File: src/rtl/disp_seq_pkg.sv
// Shared types and helpers for the display mode sequencer.
// Mode stepping wraps inside [mode_min, mode_max] in either direction.
package disp_seq_pkg;

    typedef enum logic [1:0] {
        WAIT_LOCK,
        SETTLE,
        RUN
    } disp_seq_state_t;

    localparam logic DIR_UP = 1'b0;
    localparam logic DIR_DN = 1'b1;

    function automatic int unsigned next_mode(
        input int unsigned cur,
        input logic        dir,
        input int unsigned mode_min,
        input int unsigned mode_max
    );
        if (dir == DIR_DN)
            return (cur <= mode_min) ? mode_max : cur - 1;
        return (cur >= mode_max) ? mode_min : cur + 1;
    endfunction

endpackage

File: src/rtl/display_mode_sequencer_btn_debounce.sv
// Level debouncer: output follows input only after the input has
// differed from it for CYCLES consecutive clocks.
module btn_debounce #(
    parameter int unsigned CYCLES = 250000
) (
    input  logic clk,
    input  logic rst,
    input  logic din,
    output logic dout
);

    localparam int unsigned CW = (CYCLES > 1) ? $clog2(CYCLES) : 1;
    localparam logic [CW-1:0] C_LAST = CW'(CYCLES - 1);

    logic [CW-1:0] cnt;

    always_ff @(posedge clk) begin
        if (rst) begin
            dout <= 1'b0;
            cnt  <= '0;
        end else if (din == dout) begin
            cnt  <= '0;
        end else if (cnt == C_LAST) begin
            dout <= din;
            cnt  <= '0;
        end else begin
            cnt  <= cnt + 1'b1;
        end
    end

endmodule

File: src/rtl/display_mode_sequencer.sv
// TPG mode sequencer: lock/settle gating, dwell auto-advance, button step.
// Define DISP_SEQ_DEBOUNCE_EN to insert btn_debounce on the step input.
module display_mode_sequencer
    import disp_seq_pkg::*;
#(
    parameter int unsigned MODE_W        = 4,
    parameter int unsigned MODE_MIN      = 1,
    parameter int unsigned MODE_MAX      = 11,
    parameter int unsigned DWELL_CYCLES  = 33554432,
    parameter int unsigned SETTLE_CYCLES = 1024,
    parameter int unsigned DEB_CYCLES    = 250000,
    parameter int unsigned HB_BIT        = 23
) (
    input  logic              PXLCLK_I,
    input  logic              RST_I,
    input  logic              LOCKED_I,
    input  logic              AUTO_EN_I,
    input  logic              STEP_I,
    input  logic              DIR_I,
    output logic [MODE_W-1:0] TPG_MODE_O,
    output logic              MODE_CHG_O,
    output logic              DEN_O,
    output logic              LED_O
);

    if (!(MODE_MIN < MODE_MAX && MODE_MAX < 2**MODE_W))
        $error("display_mode_sequencer: bad mode range");
    if (DWELL_CYCLES < 2 || SETTLE_CYCLES < 1 || DEB_CYCLES < 1)
        $error("display_mode_sequencer: bad cycle counts");

    localparam int unsigned DW = $clog2(DWELL_CYCLES);
    localparam int unsigned SW =
        (SETTLE_CYCLES > 1) ? $clog2(SETTLE_CYCLES) : 1;
    localparam logic [DW-1:0] DW_LAST = DW'(DWELL_CYCLES - 1);
    localparam logic [SW-1:0] SW_LAST = SW'(SETTLE_CYCLES - 1);
    localparam logic [MODE_W-1:0] M_MIN = MODE_W'(MODE_MIN);

    disp_seq_state_t   state_q, state_d;
    logic [SW-1:0]     settle_q, settle_d;
    logic [DW-1:0]     dwell_q, dwell_d;
    logic [MODE_W-1:0] mode_q, mode_d;
    logic [HB_BIT:0]   hb_q;
    logic              chg_q;
    logic              lock_s1, lock_s2;
    logic              stp_s1, stp_s2, stp_s3;
    logic              stp_lvl;
    logic              step_evt;

`ifdef DISP_SEQ_DEBOUNCE_EN
    btn_debounce #(
        .CYCLES(DEB_CYCLES)
    ) u_deb (
        .clk (PXLCLK_I),
        .rst (RST_I),
        .din (stp_s2),
        .dout(stp_lvl)
    );
`else
    assign stp_lvl = stp_s2;
`endif

    assign step_evt = stp_lvl & ~stp_s3;

    always_ff @(posedge PXLCLK_I) begin
        if (RST_I) begin
            lock_s1 <= 1'b0;
            lock_s2 <= 1'b0;
            stp_s1  <= 1'b0;
            stp_s2  <= 1'b0;
            stp_s3  <= 1'b0;
        end else begin
            lock_s1 <= LOCKED_I;
            lock_s2 <= lock_s1;
            stp_s1  <= STEP_I;
            stp_s2  <= stp_s1;
            stp_s3  <= stp_lvl;
        end
    end

    always_ff @(posedge PXLCLK_I) begin
        if (RST_I) begin
            state_q  <= WAIT_LOCK;
            settle_q <= '0;
            dwell_q  <= '0;
            mode_q   <= M_MIN;
            chg_q    <= 1'b0;
            hb_q     <= '0;
        end else begin
            state_q  <= state_d;
            settle_q <= settle_d;
            dwell_q  <= dwell_d;
            mode_q   <= mode_d;
            chg_q    <= (mode_d != mode_q);
            hb_q     <= (state_d == WAIT_LOCK) ? '0 : hb_q + 1'b1;
        end
    end

    // Lock loss outranks any step or dwell advance in the same cycle
    always_comb begin
        state_d  = state_q;
        settle_d = settle_q;
        dwell_d  = dwell_q;
        mode_d   = mode_q;
        unique case (state_q)
            WAIT_LOCK: begin
                settle_d = '0;
                dwell_d  = '0;
                mode_d   = M_MIN;
                if (lock_s2)
                    state_d = SETTLE;
            end
            SETTLE: begin
                dwell_d = '0;
                mode_d  = M_MIN;
                if (!lock_s2) begin
                    state_d  = WAIT_LOCK;
                    settle_d = '0;
                end else if (settle_q == SW_LAST) begin
                    state_d  = RUN;
                    settle_d = '0;
                end else begin
                    settle_d = settle_q + 1'b1;
                end
            end
            RUN: begin
                settle_d = '0;
                if (!lock_s2) begin
                    state_d = WAIT_LOCK;
                    dwell_d = '0;
                    mode_d  = M_MIN;
                end else if (step_evt) begin
                    dwell_d = '0;
                    mode_d  = MODE_W'(next_mode(32'(mode_q), DIR_I,
                                                MODE_MIN, MODE_MAX));
                end else if (dwell_q == DW_LAST) begin
                    dwell_d = '0;
                    if (AUTO_EN_I)
                        mode_d = MODE_W'(next_mode(32'(mode_q), DIR_UP,
                                                   MODE_MIN, MODE_MAX));
                end else begin
                    dwell_d = dwell_q + 1'b1;
                end
            end
            default: begin
                state_d = WAIT_LOCK;
            end
        endcase
    end

    assign TPG_MODE_O = mode_q;
    assign MODE_CHG_O = chg_q;
    assign DEN_O      = (state_q == RUN);
    assign LED_O      = hb_q[HB_BIT];

endmodule

File: config.mk
export PLATFORM = sky130hd
export DESIGN_NAME = display_mode_sequencer
export DESIGN_NICKNAME = d
export VERILOG_FILES = /design/src/rtl/disp_seq_pkg.sv /design/src/rtl/display_mode_sequencer_btn_debounce.sv /design/src/rtl/display_mode_sequencer.sv
export SDC_FILE = /design/constraint.sdc
export NUM_CORES = 1
export LEC_CHECK = 0
export ABC_AREA = 1
export CAP_MARGIN = 20
export CORE_UTILIZATION = 30
export DETAILED_ROUTE_END_ITERATION = 10
export PLACE_DENSITY = 0.47
export SLEW_MARGIN = 25
export SYNTH_ARGS = -nofsm -noshare
export SYNTH_HDL_FRONTEND = slang
export SYNTH_SLANG_ARGS = --single-unit
File: constraint.sdc
create_clock -name PXLCLK_I -period 1.9 [get_ports PXLCLK_I]
set_input_delay 0.285 -clock PXLCLK_I [delete_from_list [all_inputs] [get_ports PXLCLK_I]]
set_output_delay 0.285 -clock PXLCLK_I [all_outputs]
set_load 0.02 [all_outputs]
==> impl_results.rst <==
.. list-table::
   :header-rows: 1

   * - Metric
     - Value
   * - Result of the run
     - complete, but fails checks
   * - Violated checks
     - setup timing
   * - Remaining routing DRC violations
     - 0
   * - Die Outline Area
     - 13300 um2
   * - Deepest level of the CTS H-tree
     - 3
   * - Hold path cells
     - 2
   * - Remaining global-route overflow
     - 0
   * - Worst r2r src
     - hb_q[1]
   * - Sort of element at the start of the critical path
     - register
   * - Final setup violation count
     - 1
   * - Flop and latch count out of synthesis
     - 71
   * - Worst R2R Setup Slack
     - -0.4 ps
   * - Total placed instance area
     - 4320 um2
   * - Worst-case headroom to the max-slew limit
     - 71.0%
   * - Final Core Density
     - 37.9%
   * - Post-synthesis sequential area ratio
     - 36.8%
   * - Final max-slew violation count
     - 0
   * - Largest net degree at the start of global routing
     - 23
   * - Area Growth Syn to Fin
     - 23.4%
   * - Gr usage total
     - 14.2%
   * - Most frequent standard cell in the layout excluding fill and tap cells
     - nand2_1
   * - Least-Margin Pin Slew
     - 434 ps
   * - Number of synthesized flops with an enable pin
     - 0
   * - Post-placement worst setup slack
     - 67.3 ps
   * - Share of cells above drive strength 1
     - 18.9%
   * - Worst EP arrival
     - 2180 ps
   * - Setup repair after global routing missed its margin
     - yes
   * - Classification of the worst-slack hold path
     - register to register
   * - Yosys warns
     - 0
   * - Crit share post-route
     - 100%
   * - Unique cell type count in the Yosys netlist
     - 43
   * - Multi-input logic area
     - 2210 um2
   * - Area inside the core boundary
     - 12600 um2
   * - Filler-free cell count of the finished design
     - 781
   * - Net count, final
     - 616
   * - Power density normalized to cell area
     - 666 nW/um2
   * - Minimum clock period after layout
     - 1900 ps
   * - Final number of hold-violating endpoints
     - 0
   * - Boundary pin count
     - 13
   * - Share of synthesized registers carrying an async set or reset
     - 0%
   * - Top library cells by usage in the layout, fill and taps aside
     - nand2_1 (133), nor2_1 (66), dfxtp_1 (63), inv_1 (60), a21oi_1 (41)
   * - Number of input and output port buffers inserted
     - 12
   * - Reported leakage power
     - 1.92 nW
   * - Fillers
     - 1323
   * - Antenna-violating nets left
     - 0
   * - Die H
     - 115 um
   * - Iteration-0 DRC count of the detailed router
     - 206
   * - Max_cap viols
     - 0
   * - Post-DR vias/cell
     - 4.57
   * - Largest clock skew in the final design
     - 4.88 ps
   * - Crit Path Class
     - register to register
   * - TritonCTS clock tree
     - yes
   * - Footprint of the flip-flops and latches
     - 1430 um2
   * - Buffers from clock root to sink, at most
     - 2
   * - Hold path start
     - stp_s1
   * - Synth Net Count
     - 574
   * - Number of instances in the placed design
     - 757
   * - Largest fanout on the critical path
     - 5
   * - Count of cells along the worst register-to-register path
     - 12
   * - Max stage delay on crit path
     - 350 ps
   * - Peak clock frequency supported by timing
     - 526 MHz
   * - DIE WIDTH
     - 115 um
   * - Worst setup EP type
     - register
   * - Area of the mapped netlist
     - 3860 um2
   * - Routability-driven placement congestion ratio
     - 0.816
   * - Vias
     - 3567
   * - Routed WL
     - 8880 um
   * - Antenna violations before repair
     - 0
   * - Routed length per instance
     - 11.4 um
   * - Worst setup margin
     - -0.430 ps
   * - Site Rows
     - 41
   * - Clock latency on the worst-skew pair
     - 330 ps
   * - First-pass GRT wire length
     - 15000 um
   * - Number of cells produced by synthesis
     - 562
   * - Slowest-stage cell, CP
     - dfxtp_2
   * - CTS clock-pin slew for the worst setup and hold paths
     - 60 ps
   * - Number of clock buffers inserted by TritonCTS
     - 9
   * - Most used flip-flop cell after synthesis
     - dfxtp_1
   * - Peak supply drop
     - 0.000427 V
   * - Post-DP HPWL
     - 6460 um
   * - Starting density of the core
     - 30.7%
   * - Reg-to-Reg End
     - hb_q[18]
   * - Number of inserted diodes
     - 0
   * - CTS Root Cell
     - clkbuf_16
   * - Avg Cell Area, Syn
     - 6.87 um2
   * - Drt first pass iters
     - 4
   * - Area of all placed cells without fillers
     - 4760 um2
   * - Count of clock tree sinks
     - 71
   * - Required time of the worst setup path
     - 2180 ps
   * - Via count of the first global-routing pass
     - 3276
   * - Crit path cell chain
     - ha_4 -> nand2_2 -> inv_2 -> nand2_4 -> nor3_4 -> nand3b_4 -> nor3_4 -> nand2_2 -> nor2_2 -> xor2_1 -> inv_1 -> nor2_2
   * - WHS Endpoint
     - stp_lvl
[how the worst max path moves through the flow]
stage / from / endpoint / slack (ps) / cells after the start
floorplan: TPG_MODE_O[0] / MODE_CHG_O / 5 / 17
global placement: hb_q[0] / hb_q[18] / 100 / 12
detailed placement: hb_q[0] / hb_q[18] / 70 / 12
CTS: hb_q[0] / hb_q[20] / 40 / 10
global route: hb_q[1] / hb_q[18] / -190 / 12
finish: hb_q[1] / hb_q[18] / -0.4 / 12
[power by group]
| part | internal [mW] | leakage, nW | switching [mW] |
|---|---|---|---|
| clock network | 0.958 | 0.135 | 0.651 |
| registers | 1.49 | 0.576 | 0.00255 |
| logic | 0.0265 | 1.21 | 0.0404 |
| total | 2.48 | 1.92 | 0.694 |
[flip-flops by register name, summed over array words and instances, names as in the netlist]
signal / count
stp_s3: 1
stp_s1: 1
state_q: 2
stp_lvl: 1
lock_s1: 1
hb_q: 24
TPG_MODE_O: 4
settle_q: 10
dwell_q: 25
lock_s2: 1
MODE_CHG_O: 1
[what timing repair did]
action,in CTS,in global routing
setup buffers,0,8
hold buffers,0,0
resized for setup,0,32
endpoints found under the setup margin,0,33
[metrics by stage]
step / hold slack, ps / power, mW / setup TNS, ps
after floorplan: 388 / 1.57 / 0
after global placement: 401 / 1.59 / 0
after detailed placement: 398 / 1.60 / 0
after CTS: 408 / 3.22 / 0
after global routing: 441 / 3.30 / -618
final: 406 / 3.17 / -0.430
[layer usage]
| layer | vias up | GRT usage, % | share of wire, % |
|---|---|---|---|
| li1 | 1904 | - | - |
| met5 | - | 0 | 0 |
| met2 | 37 | 23.0 | 45 |
| met3 | 13 | 3.66 | 2.7 |
| met4 | 0 | 4.76 | 1.4 |
| met1 | 1613 | 18.4 | 50 |
[area by class of cell]
cell class / instances / area share (%)
inverters: 66 / 5.20
multi-input cells: 411 / 46.5
repair buffers: 45 / 7.77
clock buffers: 12 / 5.38
flip-flops and latches: 71 / 30.0
clock inverters: 4 / 0.604
well taps: 172 / 4.52
[Yosys cell counts, types with 2 or more instances]
| cell type | number | area share (%) |
|---|---|---|
| nand2_1 | 136 | 13 |
| nor2_1 | 73 | 7.1 |
| dfxtp_1 | 71 | 37 |
| inv_1 | 62 | 6.0 |
| a21oi_1 | 41 | 5.3 |
| nand3_1 | 34 | 4.4 |
| nand4_1 | 12 | 1.9 |
| xor2_1 | 12 | 2.7 |
| nor3_1 | 11 | 1.4 |
| o21ai_0 | 11 | 1.4 |
| nand2_2 | 10 | 1.6 |
| clkbuf_1 | 7 | 0.68 |
| xnor2_1 | 7 | 1.6 |
| a211oi_1 | 6 | 1.2 |
| ha_1 | 6 | 1.9 |
| o21ai_1 | 6 | 0.78 |
| buf_2 | 5 | 0.65 |
| nor2_4 | 5 | 1.5 |
| inv_2 | 4 | 0.39 |
| nand2_4 | 4 | 1.2 |
| nor2_2 | 4 | 0.65 |
| nor4_1 | 4 | 0.65 |
| or2_2 | 4 | 0.65 |
| nor3_2 | 3 | 0.78 |
| nor3b_1 | 3 | 0.58 |
| a31oi_1 | 2 | 0.32 |
| and3_1 | 2 | 0.32 |
| o21ai_2 | 2 | 0.45 |
[critical path: cells and delay by family (launching register included)]
kind                     cells  cell delay, ps
XOR/XNOR                     1             150
buffers and inverters        2             150
adder cells (fa/ha/maj)      1             140
AND/OR/NAND/NOR              8            1050
flip-flops                   1             350
[cell families after synthesis]
| logic type | synth area share, % |
|---|---|
| AOI/OAI and AO/OA | 10.9 |
| and+or+nand+nor | 38.0 |
| DFF | 36.8 |
| xor gates and xnor gates | 4.31 |
| buffers and inverters | 8.07 |
| adders and majority gates | 1.94 |
(Power assumes the default switching activity.)
